==> src/rtl/if_id_fetch.sv <==
`default_nettype none
// ============================================================================
// if_id_fetch : instruction-bus master for the fetch stage + IF/ID register
// Rev 1.0
// ============================================================================
module if_id_fetch #(
  parameter int unsigned      WIDTH     = 32,
  parameter logic [WIDTH-1:0] NOP_INSTR = 32'h0000_0000
) (
  input  logic             clk,
  input  logic             rst,
  input  logic [WIDTH-1:0] pc_in,
  input  logic [WIDTH-1:0] pc_add_4_in,
  input  logic             is_newPC,
  input  logic             stallD,
  input  logic             flushD,
  output logic             inst_req,
  output logic [WIDTH-1:0] inst_addr,
  input  logic             inst_addr_ok,
  input  logic             inst_data_ok,
  input  logic [WIDTH-1:0] inst_rdata,
  output logic             fetch_stall,
  output logic [WIDTH-1:0] instrD,
  output logic [WIDTH-1:0] pcD,
  output logic [WIDTH-1:0] pc_add_4D,
  output logic             validD,
  output logic             addr_errD
);

  localparam logic [1:0] S_IDLE = 2'd0;
  localparam logic [1:0] S_REQ  = 2'd1;
  localparam logic [1:0] S_WAIT = 2'd2;
  localparam logic [1:0] S_HOLD = 2'd3;

  logic [1:0]       state_q, state_d;
  logic             discard_q, discard_d;
  logic             inst_req_q, inst_req_d;
  logic [WIDTH-1:0] inst_addr_q, inst_addr_d;
  logic [WIDTH-1:0] req_pc4_q, req_pc4_d;

  logic [WIDTH-1:0] buf_instr_q, buf_instr_d;
  logic [WIDTH-1:0] buf_pc_q, buf_pc_d;
  logic [WIDTH-1:0] buf_pc4_q, buf_pc4_d;
  logic             buf_err_q, buf_err_d;

  logic [WIDTH-1:0] d_instr_q, d_instr_d;
  logic [WIDTH-1:0] d_pc_q, d_pc_d;
  logic [WIDTH-1:0] d_pc4_q, d_pc4_d;
  logic             d_valid_q, d_valid_d;
  logic             d_err_q, d_err_d;

  logic             xfer;
  logic             unused_inputs;

  // The PC stage only reaches us through pc_in while fetch_stall holds it.
  assign unused_inputs = is_newPC;

  assign xfer        = (state_q == S_HOLD) && !stallD && !flushD;
  assign fetch_stall = !xfer;

  always_comb begin
    state_d     = state_q;
    discard_d   = discard_q;
    inst_addr_d = inst_addr_q;
    req_pc4_d   = req_pc4_q;
    buf_instr_d = buf_instr_q;
    buf_pc_d    = buf_pc_q;
    buf_pc4_d   = buf_pc4_q;
    buf_err_d   = buf_err_q;

    case (state_q)
      S_IDLE: begin
        inst_addr_d = {pc_in[WIDTH-1:2], 2'b00};
        req_pc4_d   = pc_add_4_in;
        if (pc_in[1:0] != 2'b00) begin
          // Misaligned PC never reaches the bus; it goes out as an AdEL bubble.
          state_d     = S_HOLD;
          buf_instr_d = NOP_INSTR;
          buf_pc_d    = pc_in;
          buf_pc4_d   = pc_add_4_in;
          buf_err_d   = 1'b1;
        end else begin
          state_d = S_REQ;
        end
      end
      S_REQ: begin
        if (flushD) begin
          discard_d = 1'b1;
        end
        if (inst_addr_ok) begin
          state_d = S_WAIT;
        end
      end
      S_WAIT: begin
        if (inst_data_ok) begin
          discard_d = 1'b0;
          if (discard_q || flushD) begin
            state_d = S_IDLE;
          end else begin
            state_d     = S_HOLD;
            buf_instr_d = inst_rdata;
            buf_pc_d    = inst_addr_q;
            buf_pc4_d   = req_pc4_q;
            buf_err_d   = 1'b0;
          end
        end else if (flushD) begin
          discard_d = 1'b1;
        end
      end
      S_HOLD: begin
        if (flushD || !stallD) begin
          state_d = S_IDLE;
        end
      end
      default: begin
        state_d = S_IDLE;
      end
    endcase

    inst_req_d = (state_d == S_REQ);
  end

  // IF/ID register: flush beats stall beats transfer; otherwise a bubble.
  always_comb begin
    d_instr_d = d_instr_q;
    d_pc_d    = d_pc_q;
    d_pc4_d   = d_pc4_q;
    d_valid_d = d_valid_q;
    d_err_d   = d_err_q;
    if (flushD) begin
      d_instr_d = NOP_INSTR;
      d_valid_d = 1'b0;
      d_err_d   = 1'b0;
    end else if (!stallD) begin
      if (state_q == S_HOLD) begin
        d_instr_d = buf_instr_q;
        d_pc_d    = buf_pc_q;
        d_pc4_d   = buf_pc4_q;
        d_valid_d = 1'b1;
        d_err_d   = buf_err_q;
      end else begin
        d_valid_d = 1'b0;
      end
    end
  end

  always_ff @(posedge clk) begin
    if (rst) begin
      state_q     <= S_IDLE;
      discard_q   <= 1'b0;
      inst_req_q  <= 1'b0;
      inst_addr_q <= '0;
      req_pc4_q   <= '0;
      buf_instr_q <= NOP_INSTR;
      buf_pc_q    <= '0;
      buf_pc4_q   <= '0;
      buf_err_q   <= 1'b0;
      d_instr_q   <= NOP_INSTR;
      d_pc_q      <= '0;
      d_pc4_q     <= '0;
      d_valid_q   <= 1'b0;
      d_err_q     <= 1'b0;
    end else begin
      state_q     <= state_d;
      discard_q   <= discard_d;
      inst_req_q  <= inst_req_d;
      inst_addr_q <= inst_addr_d;
      req_pc4_q   <= req_pc4_d;
      buf_instr_q <= buf_instr_d;
      buf_pc_q    <= buf_pc_d;
      buf_pc4_q   <= buf_pc4_d;
      buf_err_q   <= buf_err_d;
      d_instr_q   <= d_instr_d;
      d_pc_q      <= d_pc_d;
      d_pc4_q     <= d_pc4_d;
      d_valid_q   <= d_valid_d;
      d_err_q     <= d_err_d;
    end
  end

  assign inst_req  = inst_req_q;
  assign inst_addr = inst_addr_q;
  assign instrD    = d_instr_q;
  assign pcD       = d_pc_q;
  assign pc_add_4D = d_pc4_q;
  assign validD    = d_valid_q;
  assign addr_errD = d_err_q;

endmodule
`default_nettype wire

==> config.mk <==
export PLATFORM = sky130hd
export DESIGN_NAME = if_id_fetch
export DESIGN_NICKNAME = d
export VERILOG_FILES = /design/src/rtl/if_id_fetch.sv
export SDC_FILE = /design/constraint.sdc
export NUM_CORES = 1
export LEC_CHECK = 0
export CAP_MARGIN = 20
export CORE_MARGIN = 1
export CORE_UTILIZATION = 30
export CTS_CLUSTER_SIZE = 30
export DETAILED_ROUTE_END_ITERATION = 12
export GPL_TIMING_DRIVEN = 0
export SETUP_SLACK_MARGIN = 0.2
export SYNTH_ARGS = -nofsm -noshare
export SYNTH_HDL_FRONTEND = slang
export SYNTH_SLANG_ARGS = --single-unit
export TNS_END_PERCENT = 30
==> constraint.sdc <==
create_clock -name clk -period 5.6 [get_ports clk]
set_clock_uncertainty 0.05 [all_clocks]
set_input_delay 0.84 -clock clk [delete_from_list [all_inputs] [get_ports clk]]
set_output_delay 0.84 -clock clk [all_outputs]
set_load 0.005 [all_outputs]
==> results.txt, run 1 <==
----------------------------------------------------
[Critical path]
  Max stage delay on crit path ... 0.59 ns
  Critical Path Start Type ... input pin
  Cell with the largest stage delay on the worst path ... sky130_fd_sc_hd__clkdlybuf4s50_1
  Critical path start-end classification ... input pin to primary output
  Critical-path cell list ... clkdlybuf4s50_1, nand2b_1, clkbuf_1, nor2_1, inv_1, clkbuf_1, clkdlybuf4s50_1
  Worst EP required ... 4.71 ns
  Highest fanout seen on the critical path ... 10
  Arrival time at the worst endpoint ... 3.06 ns
  Type of destination of the critical path ... primary output

[Global routing]
  Met3 capacity usage during global routing ... 2.93%
  GR peak layer ... met2
  Number of global-route vias before repair ... 8230
  Maximum number of pins on one net before global-route repair ... 15
  Global-route track usage on met2 ... 28.3%
  GRT met1 Usage ... 21.7%
  Global-route usage over all layers ... 16.8%
  Global-route wire length before repair ... 44.9 mm
  Number of antenna violations at the first check in global routing ... 2
  Grt ovf ... 0

[Floorplan]
  Die width ... 186 µm
  # IOs ... 235
  Die area ... 34400 µm²
  Count of standard-cell rows ... 66
  Core region area ... 32900 µm²
  Chip Height ... 186 µm
  Initial Utilization ... 30.7%

[Synth]
  Post-synthesis async set-or-reset flop share ... 0%
  Count of yosys warnings during synthesis ... 0
  Dominant cell by count in the synthesized netlist ... sky130_fd_sc_hd__dfxtp_1
  Most common library cells after synthesis ... sky130_fd_sc_hd__dfxtp_1, sky130_fd_sc_hd__nand2_1, sky130_fd_sc_hd__a21oi_1
  Sequential share of the synthesized area ... 51.7%
  Basic-gate share of the synthesized area counting and, or, nand and nor cells ... 15.7%
  Synth top area cells ... sky130_fd_sc_hd__dfxtp_1, sky130_fd_sc_hd__mux2i_1, sky130_fd_sc_hd__nand2_1, sky130_fd_sc_hd__a211oi_2, sky130_fd_sc_hd__a21oi_1
  Adder-cell area share of the yosys netlist ... 0.495%
  Synth Register Bits ... 261
  Main combinational cell family by area after synthesis ... simple AND/OR/NAND/NOR gates
  Number of enable-type register cells in the synthesized netlist ... 0
  Multiplexer area fraction after synthesis ... 12.3%
  Synthesized cell area ... 10100 µm²
  Top-area cell type share of the netlist area ... 51.7%
  Synth Area in Compound Gates ... 14.8%
  Most used DFF post-synth ... sky130_fd_sc_hd__dfxtp_1
  XOR/XNOR Fraction of Synth Area ... 0%
  Syn_area_per_cell ... 9.25 µm²
  Synth area leader ... sky130_fd_sc_hd__dfxtp_1
  Yosys cell types ... 32
  Post-synthesis cell count ... 1092

[STA]
  Unrepaired setup endpoints after global routing ... false
  Timing-limited maximum frequency ... 253 MHz
  Final count of pins violating max slew ... 0
  Fin crit period ... 3.95 ns
  Final TNS setup ... 0 ns
  Share of the clock period used by the worst path ... 70.5%
  Final setup slack of the worst path ... 1.65 ns
  Slew at the pin closest to its max-slew limit ... 0.898 ns
  Final setup violation count ... 0
  Hold violation total from the final report ... 0
  Tightest hold margin ... 0.392 ns
  Worst slew margin relative to its limit ... 40.1%

[Clocking]
  Clock transition at path regs ... 0.06 ns
  Number of buffers on the longest clock path ... 3
  Maximum level of the CTS H-tree ... 1
  Root Buffer ... sky130_fd_sc_hd__clkbuf_16
  TritonCTS clock tree ... done
  Post-CTS setup buffers ... 0
  Post-CTS Hold Buffers ... 0
  Number of buffers created by CTS ... 30
  Worst-Skew Late Latency ... 0.55 ns
  Resize count post-CTS ... 0
  Num Clock Sinks ... 261

[Power and ir drop]
  Total power per unit cell area ... 490 nW/µm²
  Maximum vdd drop ... 0.249 mV
  Lkg Pwr ... 0.00505 µW

[Final layout]
  Final-stage net count ... 1463
  Fraction of final layout cells with drive strength greater than 1 ... 11.2%
  Total of fill cells in the finished design ... 3327
  Final Instance Count excl. Fillers ... 1822
  Area growth from synthesis to layout ... 38.6%
  Area of all sequential standard cells ... 5230 µm²
  Area occupied by multi-input gates ... 4380 µm²

[Hold path]
  Worst hold path class ... flop to flop

[Placed design]
  Weighted congestion at the end of routability-driven global placement ... 0.773
  Total of buffers placed on input and output ports ... 231
  Dpl cells ... 1766
  Pre-CTS setup slack ... 1.67 ns
  HPWL Detailed ... 21.4 mm

[Detailed routing]
  Antenna violation net count after detailed routing ... 0
  Routed length per placed instance ... 16.2 µm
  Average via count per standard cell ... 4.59
  DRT Pass-1 Iters ... 5
  Sum of routed wire length over all layers ... 29.6 mm
  Residual DRC count ... 0
  DRC marker count from the first detailed-route iteration ... 325
  Via count of the routed design ... 8371

[Flow run]
  Max_cap viols ... 0

[Run status]
  Result of the run ... finished, final reports clean

----------------------------------------------------
[layout by cell type (no fill, tap or decap)]
master and instances:
sky130_fd_sc_hd__nand3_1 32, sky130_fd_sc_hd__and2_1 1, sky130_fd_sc_hd__or2_2 1, sky130_fd_sc_hd__clkinv_2 4, sky130_fd_sc_hd__o21a_2 1, sky130_fd_sc_hd__a211oi_1 7
sky130_fd_sc_hd__buf_4 7, sky130_fd_sc_hd__a2111oi_0 1, sky130_fd_sc_hd__a21oi_1 131, sky130_fd_sc_hd__a32o_1 1, sky130_fd_sc_hd__ha_1 4, sky130_fd_sc_hd__buf_2 28
sky130_fd_sc_hd__clkinvlp_4 4, sky130_fd_sc_hd__dfxtp_1 261, sky130_fd_sc_hd__buf_1 9, sky130_fd_sc_hd__or3b_1 1, sky130_fd_sc_hd__nor2_1 130, sky130_fd_sc_hd__clkbuf_16 31
sky130_fd_sc_hd__buf_6 11, sky130_fd_sc_hd__nand2_1 228, sky130_fd_sc_hd__clkbuf_1 41, sky130_fd_sc_hd__clkbuf_8 7, sky130_fd_sc_hd__o311ai_0 1, sky130_fd_sc_hd__a22oi_1 2
sky130_fd_sc_hd__and4bb_2 1, sky130_fd_sc_hd__clkdlybuf4s50_1 231, sky130_fd_sc_hd__bufinv_16 3, sky130_fd_sc_hd__nand2b_1 1, sky130_fd_sc_hd__nor2b_1 5, sky130_fd_sc_hd__inv_1 4
sky130_fd_sc_hd__o21ai_2 1, sky130_fd_sc_hd__and3b_1 1, sky130_fd_sc_hd__a211oi_2 56, sky130_fd_sc_hd__a311oi_1 1, sky130_fd_sc_hd__o21ai_0 3, sky130_fd_sc_hd__o31ai_1 1
sky130_fd_sc_hd__conb_1 2, sky130_fd_sc_hd__diode_2 2, sky130_fd_sc_hd__mux2i_1 124
[metal layers]
layer | share of wire [%] | vias up | routed length (µm)
met5 | 0 | - | 0
met4 | 2.9 | 0 | 859
met3 | 4.9 | 49 | 1450
met2 | 47 | 203 | 13900
met1 | 45 | 3915 | 13300
li1 | - | 4204 | -
[worst max-delay path, delay by kind of cell]
family                 cells  cell delay, ns
and+or+nand+nor            2            0.23
buffers and inverters      5            1.98
[stage by stage]
stage | util (%) | total power [µW] | area (µm²)
2_1_floorplan | - | 4190 | 10100
3_3_place_gp | 39.5 | 4870 | 13000
3_5_place_dp | 39.5 | 4910 | 13000
4_1_cts | 42.6 | 6950 | 14000
5_1_grt | 42.6 | 7260 | 14000
6_report | 42.6 | 6870 | 14000
[final timing paths]
check             cells after the start                          from                   endpoint  slack [ns]
setup / recovery                      7                        stallD                fetch_stall        1.65
hold reg to reg                       2  buf_instr_q[17]$_SDFFE_PP0P_    instrD[17]$_SDFFE_PP0N_        0.39
setup reg to reg                      7         state_q[0]$_SDFF_PP0_  buf_pc_q[14]$_SDFFE_PP0P_        3.33
hold / removal                        2  buf_instr_q[17]$_SDFFE_PP0P_    instrD[17]$_SDFFE_PP0N_        0.39
[logic make-up after synthesis]
family                     count (synthesis)
AOI/OAI and AO/OA                        206
adders and majority gates                  4
buffers and inverters                     95
DFF                                      261
muxes                                    124
other                                      1
and+or+nand+nor                          401
[registers in the layout (all words and copies together) (netlist names)]
name,flops
buf_pc4_q,32
instrD,32
validD,1
buf_err_q,1
addr_errD,1
inst_req,1
state_q,2
inst_addr,30
req_pc4_q,32
discard_q,1
pc_add_4D,32
buf_pc_q,32
pcD,32
buf_instr_q,32
[power by group]
group	leakage, µW	internal [µW]	switching (µW)
combinational	0.00242	1040	1350
clock	0.000497	1240	775
sequential	0.00213	2260	210
[cell type report]
type	instances	area share (%)
Inverter	4	0.107
Tap cell	442	3.95
Sequential cell	261	37.3
Antenna cell	2	0.0357
Multi-Input combinational cell	737	31.3
Clock buffer	43	6.36
Clock inverter	11	1.00
Buffer	91	3.47
Timing Repair Buffer	231	16.5
(Power assumes the default switching activity.)
==> inputs of run 2 (changes only) <==
==> constraint.sdc (replaced) <==
create_clock -name clk -period 3.4 [get_ports clk]
set_clock_uncertainty 0.05 [all_clocks]
set_input_delay 0.51 -clock clk [delete_from_list [all_inputs] [get_ports clk]]
set_output_delay 0.51 -clock clk [all_outputs]
set_load 0.005 [all_outputs]
==> run 2 against run 1 <==
  * Register-to-register slack got worse by 2.2 ns
  * Worst hold slack unchanged
  * Clock power grew 65%
  * Clock-buffer cell count is the same
  * Critical path depth is the same
  * Cell count unchanged
  * Sequential power is 64% higher
  * Largest power group unchanged
  * Highest routed layer unchanged
==> results.txt, run 2 (synthesized netlist as in run 1, its figures left out) <==
----------------------------------------------------
[Run status]
  Result of the run ... finished, final reports clean

[STA]
  Final setup violation count ... 0
  Fin crit period ... 3.09 ns
  Share of the clock period used by the worst path ... 90.9%
  Slew at the pin closest to its max-slew limit ... 0.898 ns
  Tightest hold margin ... 0.392 ns
  Final TNS setup ... 0 ns
  Hold violation total from the final report ... 0
  Worst slew margin relative to its limit ... 40.1%
  Unrepaired setup endpoints after global routing ... false
  Final count of pins violating max slew ... 0
  Timing-limited maximum frequency ... 324 MHz

[Floorplan]
  Initial Utilization ... 30.7%
  Chip Height ... 186 µm
  Core region area ... 32900 µm²
  Count of standard-cell rows ... 66
  Die width ... 186 µm
  # IOs ... 235
  Die area ... 34400 µm²

[Clocking]
  Post-CTS Hold Buffers ... 0
  Clock transition at path regs ... 0.06 ns
  Number of buffers on the longest clock path ... 3
  Post-CTS setup buffers ... 0
  Root Buffer ... sky130_fd_sc_hd__clkbuf_16
  Num Clock Sinks ... 261
  TritonCTS clock tree ... done
  Worst-Skew Late Latency ... 0.55 ns
  Maximum level of the CTS H-tree ... 1
  Number of buffers created by CTS ... 30

[Global routing]
  Met3 capacity usage during global routing ... 2.93%
  GRT met1 Usage ... 21.7%
  Number of antenna violations at the first check in global routing ... 2
  GR peak layer ... met2
  Number of global-route vias before repair ... 8230
  Global-route wire length before repair ... 44.9 mm
  Grt ovf ... 0
  Global-route track usage on met2 ... 28.3%
  Global-route usage over all layers ... 16.8%
  Maximum number of pins on one net before global-route repair ... 15

[Critical path]
  Type of destination of the critical path ... primary output
  Critical-path cell list ... clkdlybuf4s50_1, nand2b_1, buf_1, nor2_1, inv_1, clkbuf_2, clkdlybuf4s50_1
  Reg-to-reg startpoint ... state_q[0]$_SDFF_PP0_
  Dominant cell type by count on the critical path ... sky130_fd_sc_hd__clkdlybuf4s50_1
  Worst Reg2Reg Path Length in Cells ... 7
  Critical path start-end classification ... input pin to primary output
  Capture point of the critical path ... fetch_stall
  Cell with the largest stage delay on the worst path ... sky130_fd_sc_hd__clkdlybuf4s50_1
  Critical register-to-register path endpoint ... buf_pc_q[14]$_SDFFE_PP0P_
  Max stage delay on crit path ... 0.58 ns
  Source of the critical timing path ... stallD
  Arrival time at the worst endpoint ... 2.53 ns
  Highest fanout seen on the critical path ... 10
  Bufs and invs on worst path ... 5
  Worst EP required ... 2.84 ns
  Flop-to-flop setup slack ... 1.13 ns
  Number of gates on the worst path with buffers counted ... 7
  Critical Path Start Type ... input pin
  Largest delay share family, worst path ... buffers and inverters

[Detailed routing]
  Routed length per placed instance ... 16.2 µm
  Sum of routed wire length over all layers ... 29.6 mm
  DRT Pass-1 Iters ... 4
  Antenna violation net count after detailed routing ... 0
  DRC marker count from the first detailed-route iteration ... 325
  Residual DRC count ... 0
  Average via count per standard cell ... 4.60
  Via count of the routed design ... 8375

[Power and ir drop]
  Maximum vdd drop ... 0.410 mV
  Share of total power in combinational logic ... 34.8%
  Part of the power in registers ... 35.9%
  Internal power summed over all cells ... 7460 µW
  Total power per unit cell area ... 807 nW/µm²
  Psw ... 3850 µW
  Part of the power in the clock network ... 29.3%
  Lkg Pwr ... 0.00506 µW
  Switching part of the total power ... 34.0%
  Final total power ... 11300 µW

[Final layout]
  Final-stage net count ... 1463
  Area growth from synthesis to layout ... 38.7%
  Fraction of final layout cells with drive strength greater than 1 ... 11.3%
  Most common cell after layout, fill and taps aside ... sky130_fd_sc_hd__dfxtp_1
  Commonest cells after routing, fill and taps aside ... sky130_fd_sc_hd__dfxtp_1, sky130_fd_sc_hd__clkdlybuf4s50_1, sky130_fd_sc_hd__nand2_1

[Hold path]
  Worst hold path class ... flop to flop

[Placed design]
  HPWL Detailed ... 21.4 mm
  Weighted congestion at the end of routability-driven global placement ... 0.773
  Total of buffers placed on input and output ports ... 231

[Flow run]
  Max_cap viols ... 0

----------------------------------------------------
## run 2: cell count changes in the layout (fill, tap and decap cells not counted)
cell                       change
sky130_fd_sc_hd__clkbuf_1      -2
sky130_fd_sc_hd__buf_1         +1
sky130_fd_sc_hd__clkbuf_2      +1
## run 2: timing repair
item                                    CTS  global route
endpoints found under the hold margin     0             0
cloned                                    0             0
endpoints found under the setup margin    1             1
pin swaps                                 0             0
resized for setup                         1             1
## run 2: through the flow
stage | std cells | setup WS, ns | area (µm²) | util [%]
5_1_grt | 1822 | 0.201 | 14000 | 42.6
2_1_floorplan | 1093 | 1.56 | 10100 | -
6_report | 1822 | 0.311 | 14000 | 42.6
4_1_cts | 1820 | 0.320 | 14000 | 42.6
3_5_place_dp | 1766 | 0.130 | 13000 | 39.5
3_3_place_gp | 1766 | 0.153 | 13000 | 39.5
## run 2: worst min path at each step
stage,from,endpoint,slack (ns),cells after the start
after floorplan,buf_pc_q[0]$_SDFFE_PP0P_,pcD[0]$_SDFFE_PP0P_,0.38,2
after CTS,buf_instr_q[26]$_SDFFE_PP0P_,buf_instr_q[26]$_SDFFE_PP0P_,0.40,2
after detailed placement,buf_instr_q[21]$_SDFFE_PP0P_,instrD[21]$_SDFFE_PP0N_,0.39,2
final,buf_instr_q[17]$_SDFFE_PP0P_,instrD[17]$_SDFFE_PP0N_,0.39,2
after global placement,buf_instr_q[0]$_SDFFE_PP0P_,instrD[0]$_SDFFE_PP0N_,0.39,2
after global routing,buf_pc4_q[25]$_SDFFE_PP0P_,pc_add_4D[25]$_SDFFE_PP0P_,0.41,2
## run 2: final cells by class
class,instances,area (µm²)
sequential,261,5230
tap,442,553
timing repair buffer,231,2310
antenna,2,5.00
buffer,91,487
fill,3326,18900
multi-input combinational,737,4380
clock inverter,11,140
clock buffer,43,891
inverter,4,15.0
## run 2: layer usage
layer  vias up  wire length, µm
li1       4204                -
met2       203            13900
met5         -                0
met3        49             1450
met1      3919            13300
met4         0              859
## run 2: power groups by stage
| stage | Sequential (µW) | Combinational, µW | Clock, µW |
|---|---|---|---|
| 6_report | 4060 | 3930 | 3310 |
| 5_1_grt | 4140 | 4310 | 3500 |
| 4_1_cts | 4060 | 4000 | 3390 |
| 3_5_place_dp | 4120 | 3970 | 0 |
| 3_3_place_gp | 4100 | 3920 | 0 |
| 2_1_floorplan | 4050 | 2850 | 0 |
## run 2: worst register-to-register path: cells and delay by family (launching register included)
family          cells  cell delay [ns]
compound gates      1             0.11
flops               1             0.33
mux                 1             0.35
buf+inv             4             1.16
fa+ha+maj           1             0.14
